--- src/rtl/fread_arbiter_if.sv ---
// Bundle of the requester-side and fread-core-side signals of fread_arbiter.
// The master modport is the arbiter itself; the slave modport is everything
// around it (requesters plus the spi_dev_fread core).
interface fread_arbiter_if #(
    parameter int N_REQ = 2
);
    // Requester side
    logic [32*N_REQ-1:0] rq_file_id;
    logic [32*N_REQ-1:0] rq_offset;
    logic [11*N_REQ-1:0] rq_len;
    logic [N_REQ-1:0]    rq_valid;
    logic [N_REQ-1:0]    rq_done;
    logic [N_REQ-1:0]    rq_err;
    logic [7:0]          rsp_data;
    logic [N_REQ-1:0]    rsp_valid;

    // fread core side
    logic [31:0]         fr_file_id;
    logic [31:0]         fr_offset;
    logic [10:0]         fr_len;
    logic                fr_valid;
    logic                fr_ready;
    logic [7:0]          fr_data;
    logic                fr_dvalid;

    // Status
    logic                busy;
    logic [2:0]          grant;

    modport master (
        input  rq_file_id, rq_offset, rq_len, rq_valid,
        input  fr_ready, fr_data, fr_dvalid,
        output rq_done, rq_err, rsp_data, rsp_valid,
        output fr_file_id, fr_offset, fr_len, fr_valid,
        output busy, grant
    );

    modport slave (
        output rq_file_id, rq_offset, rq_len, rq_valid,
        output fr_ready, fr_data, fr_dvalid,
        input  rq_done, rq_err, rsp_data, rsp_valid,
        input  fr_file_id, fr_offset, fr_len, fr_valid,
        input  busy, grant
    );
endinterface

--- src/rtl/fread_arbiter.sv ---
// Round-robin arbiter sharing one spi_dev_fread request/stream port between
// N_REQ requesters. A granted request is captured, issued to the core, and the
// returned byte stream is steered to the granted requester until the requested
// byte count is reached. An optional watchdog aborts a stream that stalls.
module fread_arbiter #(
    parameter int N_REQ    = 2,
    parameter int TIMEOUT  = 0,
    parameter int TO_WIDTH = 24
) (
    input  logic            clk,
    input  logic            rst,
    fread_arbiter_if.master bus
);

    typedef enum logic [2:0] {
        S_IDLE,
        S_ISSUE,
        S_STREAM,
        S_DONE,
        S_ABORT
    } state_e;

    state_e              state_q, state_d;
    logic [2:0]          grant_q, grant_d;
    logic [31:0]         fid_q, fid_d;
    logic [31:0]         off_q, off_d;
    logic [10:0]         len_q, len_d;
    logic [11:0]         cnt_q, cnt_d;
    logic [TO_WIDTH-1:0] wd_q, wd_d;
    logic [N_REQ-1:0]    rsp_valid_q, rsp_valid_d;
    logic [7:0]          rsp_data_q, rsp_data_d;
    logic [N_REQ-1:0]    done_q, done_d;
    logic [N_REQ-1:0]    err_q, err_d;

    logic                hit;
    logic [2:0]          pick;
    logic [31:0]         fid_sel;
    logic [31:0]         off_sel;
    logic [10:0]         len_sel;
    logic [N_REQ-1:0]    grant_oh;

    // Round-robin search: first pending requester at grant+1, grant+2, ... (mod N_REQ).
    always_comb begin
        // NOTE: every variable written in a combinational block gets a default
        // first, so no path leaves it unassigned and no latch is inferred.
        hit  = 1'b0;
        pick = grant_q;
        for (int i = 1; i <= N_REQ; i++) begin
            for (int j = 0; j < N_REQ; j++) begin
                if (!hit && bus.rq_valid[j] && (((int'(grant_q) + i) % N_REQ) == j)) begin
                    hit  = 1'b1;
                    pick = 3'(j);
                end
            end
        end
    end

    // Select the picked requester's request fields and decode the current grant.
    always_comb begin
        fid_sel  = '0;
        off_sel  = '0;
        len_sel  = '0;
        grant_oh = '0;
        for (int j = 0; j < N_REQ; j++) begin
            if (pick == 3'(j)) begin
                fid_sel = bus.rq_file_id[32*j +: 32];
                off_sel = bus.rq_offset[32*j +: 32];
                len_sel = bus.rq_len[11*j +: 11];
            end
            grant_oh[j] = (grant_q == 3'(j));
        end
    end

    // Next-state and registered-output logic of the arbitration FSM.
    always_comb begin
        state_d     = state_q;
        grant_d     = grant_q;
        fid_d       = fid_q;
        off_d       = off_q;
        len_d       = len_q;
        cnt_d       = cnt_q;
        wd_d        = '0;
        rsp_valid_d = '0;
        rsp_data_d  = rsp_data_q;
        done_d      = '0;
        err_d       = '0;

        unique case (state_q)
            S_IDLE: begin
                if (hit) begin
                    state_d = S_ISSUE;
                    grant_d = pick;
                    fid_d   = fid_sel;
                    off_d   = off_sel;
                    len_d   = len_sel;
                    cnt_d   = '0;
                end
            end
            S_ISSUE: begin
                // fr_valid is high for the whole ISSUE state; leave on handshake.
                if (bus.fr_ready) begin
                    state_d = S_STREAM;
                end
            end
            S_STREAM: begin
                if (bus.fr_dvalid) begin
                    // A byte always wins over the watchdog and clears it.
                    cnt_d       = cnt_q + 12'd1;
                    rsp_valid_d = grant_oh;
                    rsp_data_d  = bus.fr_data;
                    if (cnt_d == {1'b0, len_q} + 12'd1) begin
                        state_d = S_DONE;
                    end
                end else if (TIMEOUT != 0) begin
                    wd_d = wd_q + 1'b1;
                    if (wd_d == TO_WIDTH'(TIMEOUT)) begin
                        state_d = S_ABORT;
                        err_d   = grant_oh;
                    end
                end
            end
            S_DONE: begin
                state_d = S_IDLE;
                done_d  = grant_oh;
            end
            S_ABORT: begin
                state_d = S_IDLE;
            end
            default: begin
                state_d = S_IDLE;
            end
        endcase
    end

    // State and datapath registers; reset returns to IDLE with all outputs low.
    always_ff @(posedge clk or posedge rst) begin
        // NOTE: sequential state uses non-blocking assignments so every register
        // samples the pre-edge values regardless of statement order.
        if (rst) begin
            state_q     <= S_IDLE;
            grant_q     <= 3'(N_REQ - 1);
            fid_q       <= '0;
            off_q       <= '0;
            len_q       <= '0;
            cnt_q       <= '0;
            wd_q        <= '0;
            rsp_valid_q <= '0;
            rsp_data_q  <= '0;
            done_q      <= '0;
            err_q       <= '0;
        end else begin
            state_q     <= state_d;
            grant_q     <= grant_d;
            fid_q       <= fid_d;
            off_q       <= off_d;
            len_q       <= len_d;
            cnt_q       <= cnt_d;
            wd_q        <= wd_d;
            rsp_valid_q <= rsp_valid_d;
            rsp_data_q  <= rsp_data_d;
            done_q      <= done_d;
            err_q       <= err_d;
        end
    end

    assign bus.fr_valid   = (state_q == S_ISSUE);
    assign bus.fr_file_id = fid_q;
    assign bus.fr_offset  = off_q;
    assign bus.fr_len     = len_q;
    assign bus.rsp_valid  = rsp_valid_q;
    assign bus.rsp_data   = rsp_data_q;
    assign bus.rq_done    = done_q;
    assign bus.rq_err     = err_q;
    assign bus.busy       = (state_q != S_IDLE);
    assign bus.grant      = grant_q;

endmodule

--- src/flat_wrapper.sv ---
// flat-port wrapper written by rule: the top's interface ports become plain ports
module fread_arbiter_flat 
#(
    parameter int N_REQ    = 2,
    parameter int TIMEOUT  = 0,
    parameter int TO_WIDTH = 24
)
  (clk, rst, bus_rq_file_id, bus_rq_offset, bus_rq_len, bus_rq_valid, bus_fr_ready, bus_fr_data, bus_fr_dvalid, bus_rq_done, bus_rq_err, bus_rsp_data, bus_rsp_valid, bus_fr_file_id, bus_fr_offset, bus_fr_len, bus_fr_valid, bus_busy, bus_grant);
  fread_arbiter_if #(.N_REQ(N_REQ)) bus_i ();
  input  logic clk;
  input  logic rst;
  input wire logic [$bits(bus_i.rq_file_id)-1:0] bus_rq_file_id;
  input wire logic [$bits(bus_i.rq_offset)-1:0] bus_rq_offset;
  input wire logic [$bits(bus_i.rq_len)-1:0] bus_rq_len;
  input wire logic [$bits(bus_i.rq_valid)-1:0] bus_rq_valid;
  input wire logic [$bits(bus_i.fr_ready)-1:0] bus_fr_ready;
  input wire logic [$bits(bus_i.fr_data)-1:0] bus_fr_data;
  input wire logic [$bits(bus_i.fr_dvalid)-1:0] bus_fr_dvalid;
  output wire logic [$bits(bus_i.rq_done)-1:0] bus_rq_done;
  output wire logic [$bits(bus_i.rq_err)-1:0] bus_rq_err;
  output wire logic [$bits(bus_i.rsp_data)-1:0] bus_rsp_data;
  output wire logic [$bits(bus_i.rsp_valid)-1:0] bus_rsp_valid;
  output wire logic [$bits(bus_i.fr_file_id)-1:0] bus_fr_file_id;
  output wire logic [$bits(bus_i.fr_offset)-1:0] bus_fr_offset;
  output wire logic [$bits(bus_i.fr_len)-1:0] bus_fr_len;
  output wire logic [$bits(bus_i.fr_valid)-1:0] bus_fr_valid;
  output wire logic [$bits(bus_i.busy)-1:0] bus_busy;
  output wire logic [$bits(bus_i.grant)-1:0] bus_grant;
  assign bus_i.rq_file_id = bus_rq_file_id;
  assign bus_i.rq_offset = bus_rq_offset;
  assign bus_i.rq_len = bus_rq_len;
  assign bus_i.rq_valid = bus_rq_valid;
  assign bus_i.fr_ready = bus_fr_ready;
  assign bus_i.fr_data = bus_fr_data;
  assign bus_i.fr_dvalid = bus_fr_dvalid;
  assign bus_rq_done = bus_i.rq_done;
  assign bus_rq_err = bus_i.rq_err;
  assign bus_rsp_data = bus_i.rsp_data;
  assign bus_rsp_valid = bus_i.rsp_valid;
  assign bus_fr_file_id = bus_i.fr_file_id;
  assign bus_fr_offset = bus_i.fr_offset;
  assign bus_fr_len = bus_i.fr_len;
  assign bus_fr_valid = bus_i.fr_valid;
  assign bus_busy = bus_i.busy;
  assign bus_grant = bus_i.grant;
  fread_arbiter #(.N_REQ(N_REQ), .TIMEOUT(TIMEOUT), .TO_WIDTH(TO_WIDTH)) u_core (.clk(clk), .rst(rst), .bus(bus_i));
endmodule
--- config.mk ---
export PLATFORM = sky130hd
export DESIGN_NAME = fread_arbiter_flat
export DESIGN_NICKNAME = d
export VERILOG_FILES = /design/src/rtl/fread_arbiter_if.sv /design/src/rtl/fread_arbiter.sv /design/src/flat_wrapper.sv
export SDC_FILE = /design/constraint.sdc
export NUM_CORES = 1
export LEC_CHECK = 0
export ABC_CLOCK_PERIOD_IN_PS = 4700
export BUFFER_PORTS_ARGS = -buffer_cell sky130_fd_sc_hd__buf_2
export CAP_MARGIN = 5
export CORE_MARGIN = 3
export CORE_UTILIZATION = 35
export DETAILED_ROUTE_END_ITERATION = 16
export GPL_TIMING_DRIVEN = 0
export PLACE_DENSITY_LB_ADDON = 0.08
export SKIP_LAST_GASP = 1
export SYNTH_ARGS = -nofsm -noshare
export SYNTH_HDL_FRONTEND = slang
export SYNTH_SLANG_ARGS = --single-unit
--- constraint.sdc ---
create_clock -name clk -period 4.7 [get_ports clk]
set_input_delay 1.175 -clock clk [delete_from_list [all_inputs] [get_ports clk]]
set_output_delay 1.175 -clock clk [all_outputs]
set_load 0.005 [all_outputs]
==> flow_summary.toml <==
[yosys]
synth_cell_types = 52
synthTopCellsByArea = "dfrtp_1, a22oi_1, o21ai_0"
ys_warn_count = 0
synthMostInstantiatedCell = "dfrtp_1"
synth-async-reset-ratio_pct = 100
synth_cells = 533
synth_top_cells_by_count = "dfrtp_1, nand2_1, o21ai_0, a22oi_1, clkbuf_1"
synth-seq-cells = 104
syn_area_um2 = 5200
synth_flop_cell = "dfrtp_1"
synth_area_per_cell_um2 = 9.76
yosysSeqAreaShare_pct = 50.0
yosys.area.top_type = "dfrtp_1"
synth_edf_count = 0
synth.top_cell.area_share_pct = 49.5

[clock_tree]
post_cts_resized = 0
cts_root_buffer = "clkbuf_16"
ctsHoldBuffers = 0
clkTransAtPathRegs_ns = 0.07
cts_buffer_depth = 2
clkLatencyLatePin_ns = 0.35
numCtsBuffers = 9
cts_sinks = 104
cts_max_level = 3
postCtsSetupRepairBufs = 0
cts_tree = "built"

[job]
drv_cap = 0

[timing]
layout_min_cycle_time_ns = 2.82
setup_viol = 0
final.setup.tns_ns = 0
report.final.slew_viol_count = 0
tightest_slew_ns = 0.826
post-route-period-util_pct = 60.0
finalHoldViolations = 0
fmax_mhz = 355
rsz0062_at_grt = "no"
finClkSkew_ns = 0.00984
slew-limit-headroom_pct = 44.6

[place]
port_buffers = 255
dp_hpwl_um = 13400
placed_area_um2 = 6740
gp_congestion = 0.853

[cells_and_area]
design_area_um2 = 7030
nNetsFinal = 973
syn2layout_area_growth_pct = 35.2
drive_gt1_share_pct = 37.2

[min_path]
min_to = "u_core.bus.fr_file_id[1]"
min_from = "u_core.bus.fr_file_id[1]"
hold_depth = 2
hold_path.class = "reg -> reg"

[global_route]
grt_overflow = 0
top_usage_layer = "met2"
met3_usage_pct = 6.50
grt_pass1_vias = 5057
antenna_found_initial = 2
use_met1_pct = 25.2
grt_max_degree = 59
grtUsageMet2_pct = 34.2
grt_pass1_wl_um = 26200
grt_util_all_layers_pct = 20.5

[floorplan]
core_um2 = 14200
initial_core_util_pct = 36.6
die_h_um = 128
rows = 43
dieWidth_um = 128
dieArea_um2 = 16400
ioPinCount = 258

[status]
status = "completed"

[setup_path]
path_max_fanout = 10
start_kind = "input pin"
timing.rr.end = "u_core.state_q[1]"
critPathKind = "in -> reg"
required_ns = 4.91
worstRegToRegCells = 7
endpoint_kind = "flip-flop"
r2r_start = "u_core.bus.fr_len[2]"
cp.arrival_ns = 3.03
reg2reg_slack_ns = 2.13

[route]
wire_per_inst_um = 17.3
detail_route.vias_per_cell = 5.15
drc = 0
drt_iter0_markers = 250
wl_um = 17100
drt_pass1_iterations = 5
num_vias = 5088
drtAntennaViolNets = 0

[power]
ir_drop_uv = 247
leakage_uw = 0.00359
power.density_nw_per_um2 = 591
==> layout make-up <==
cell class	instances	area, µm²
diodes	2	5.00
multi-input cells	382	2390
clock inverters	4	52.6
fillers	1389	7170
repair buffers	256	1300
well taps	180	225
inverters	7	28.8
flip-flops and latches	104	2600
clock buffers	12	236
plain buffers	41	181
==> stage by stage <==
step	total power [µW]	instances	hold WS (ns)	utilization, %	worst slack (ns)
after floorplan	2590	534	0.473	-	0.794
after global placement	3380	969	0.460	47.2	-0.479
after detailed placement	3440	970	0.465	47.4	1.39
after CTS	4210	986	0.482	49.5	1.76
after global routing	4490	987	0.497	49.5	1.61
final	4150	988	0.480	49.5	1.88
==> worst max-delay path, stage by stage <==
cell	delay (ns)
buf_2	0.13
o21ai_1	0.66
clkbuf_1	0.46
clkbuf_1	0.43
o21ai_0	0.16
==> flip-flops by register name, summed over array words and instances (netlist names), 3 cells and up <==
name,count
u_core.bus.grant,3
u_core.cnt_q,12
u_core.bus.fr_offset,32
u_core.bus.rsp_data,8
u_core.bus.fr_len,11
u_core.bus.fr_file_id,32
==> cells in the final DEF, fill, tap and decap left out, types with 10 or more instances in the layout <==
master | synthesis | layout
dfrtp_1 | 103 | 103
a21oi_1 | 10 | 10
o21ai_1 | 12 | 12
nand3_1 | 13 | 13
o21ai_0 | 80 | 80
a22oi_1 | 75 | 75
nand2_1 | 88 | 88
buf_2 | 1 | 256
nor2_1 | 12 | 12
clkbuf_1 | 33 | 36
==> worst max-delay path by stage <==
| stage | from | slack (ns) | endpoint |
|---|---|---|---|
| floorplan | rst | 0.79 | u_core.bus.fr_file_id[0] |
| global placement | rst | -0.48 | u_core.bus.fr_file_id[22] |
| detailed placement | bus_rq_valid[1] | 1.39 | u_core.bus.fr_len[1] |
| CTS | bus_rq_valid[1] | 1.76 | u_core.bus.fr_len[1] |
| global route | bus_rq_valid[1] | 1.61 | u_core.bus.fr_offset[23] |
| finish | bus_rq_valid[1] | 1.88 | u_core.bus.fr_len[1] |
==> where the power goes <==
| part | total (µW) | internal (µW) | switching [µW] |
|---|---|---|---|
| Sequential | 1550 | 1280 | 272 |
| Clock | 761 | 417 | 343 |
| Combinational | 1840 | 794 | 1050 |
==> layer usage <==
layer	part of all wire, %	routed length [µm]	vias to the layer above
met5	0.041	7	-
met4	1.9	331	2
met3	8.3	1410	26
met2	49	8430	181
met1	40	6880	2409
li1	-	-	2470
==> cell families after synthesis <==
logic type                 share of synthesized area, %
and+or+nand+nor                                    13.8
other                                            0.0721
buffers and inverters                              3.99
DFF                                                50.0
adders and majority gates                          1.92
muxes                                              2.24
AOI/OAI and AO/OA                                  23.0
xor gates and xnor gates                           4.93
Power figures use the tool's default switching activity.
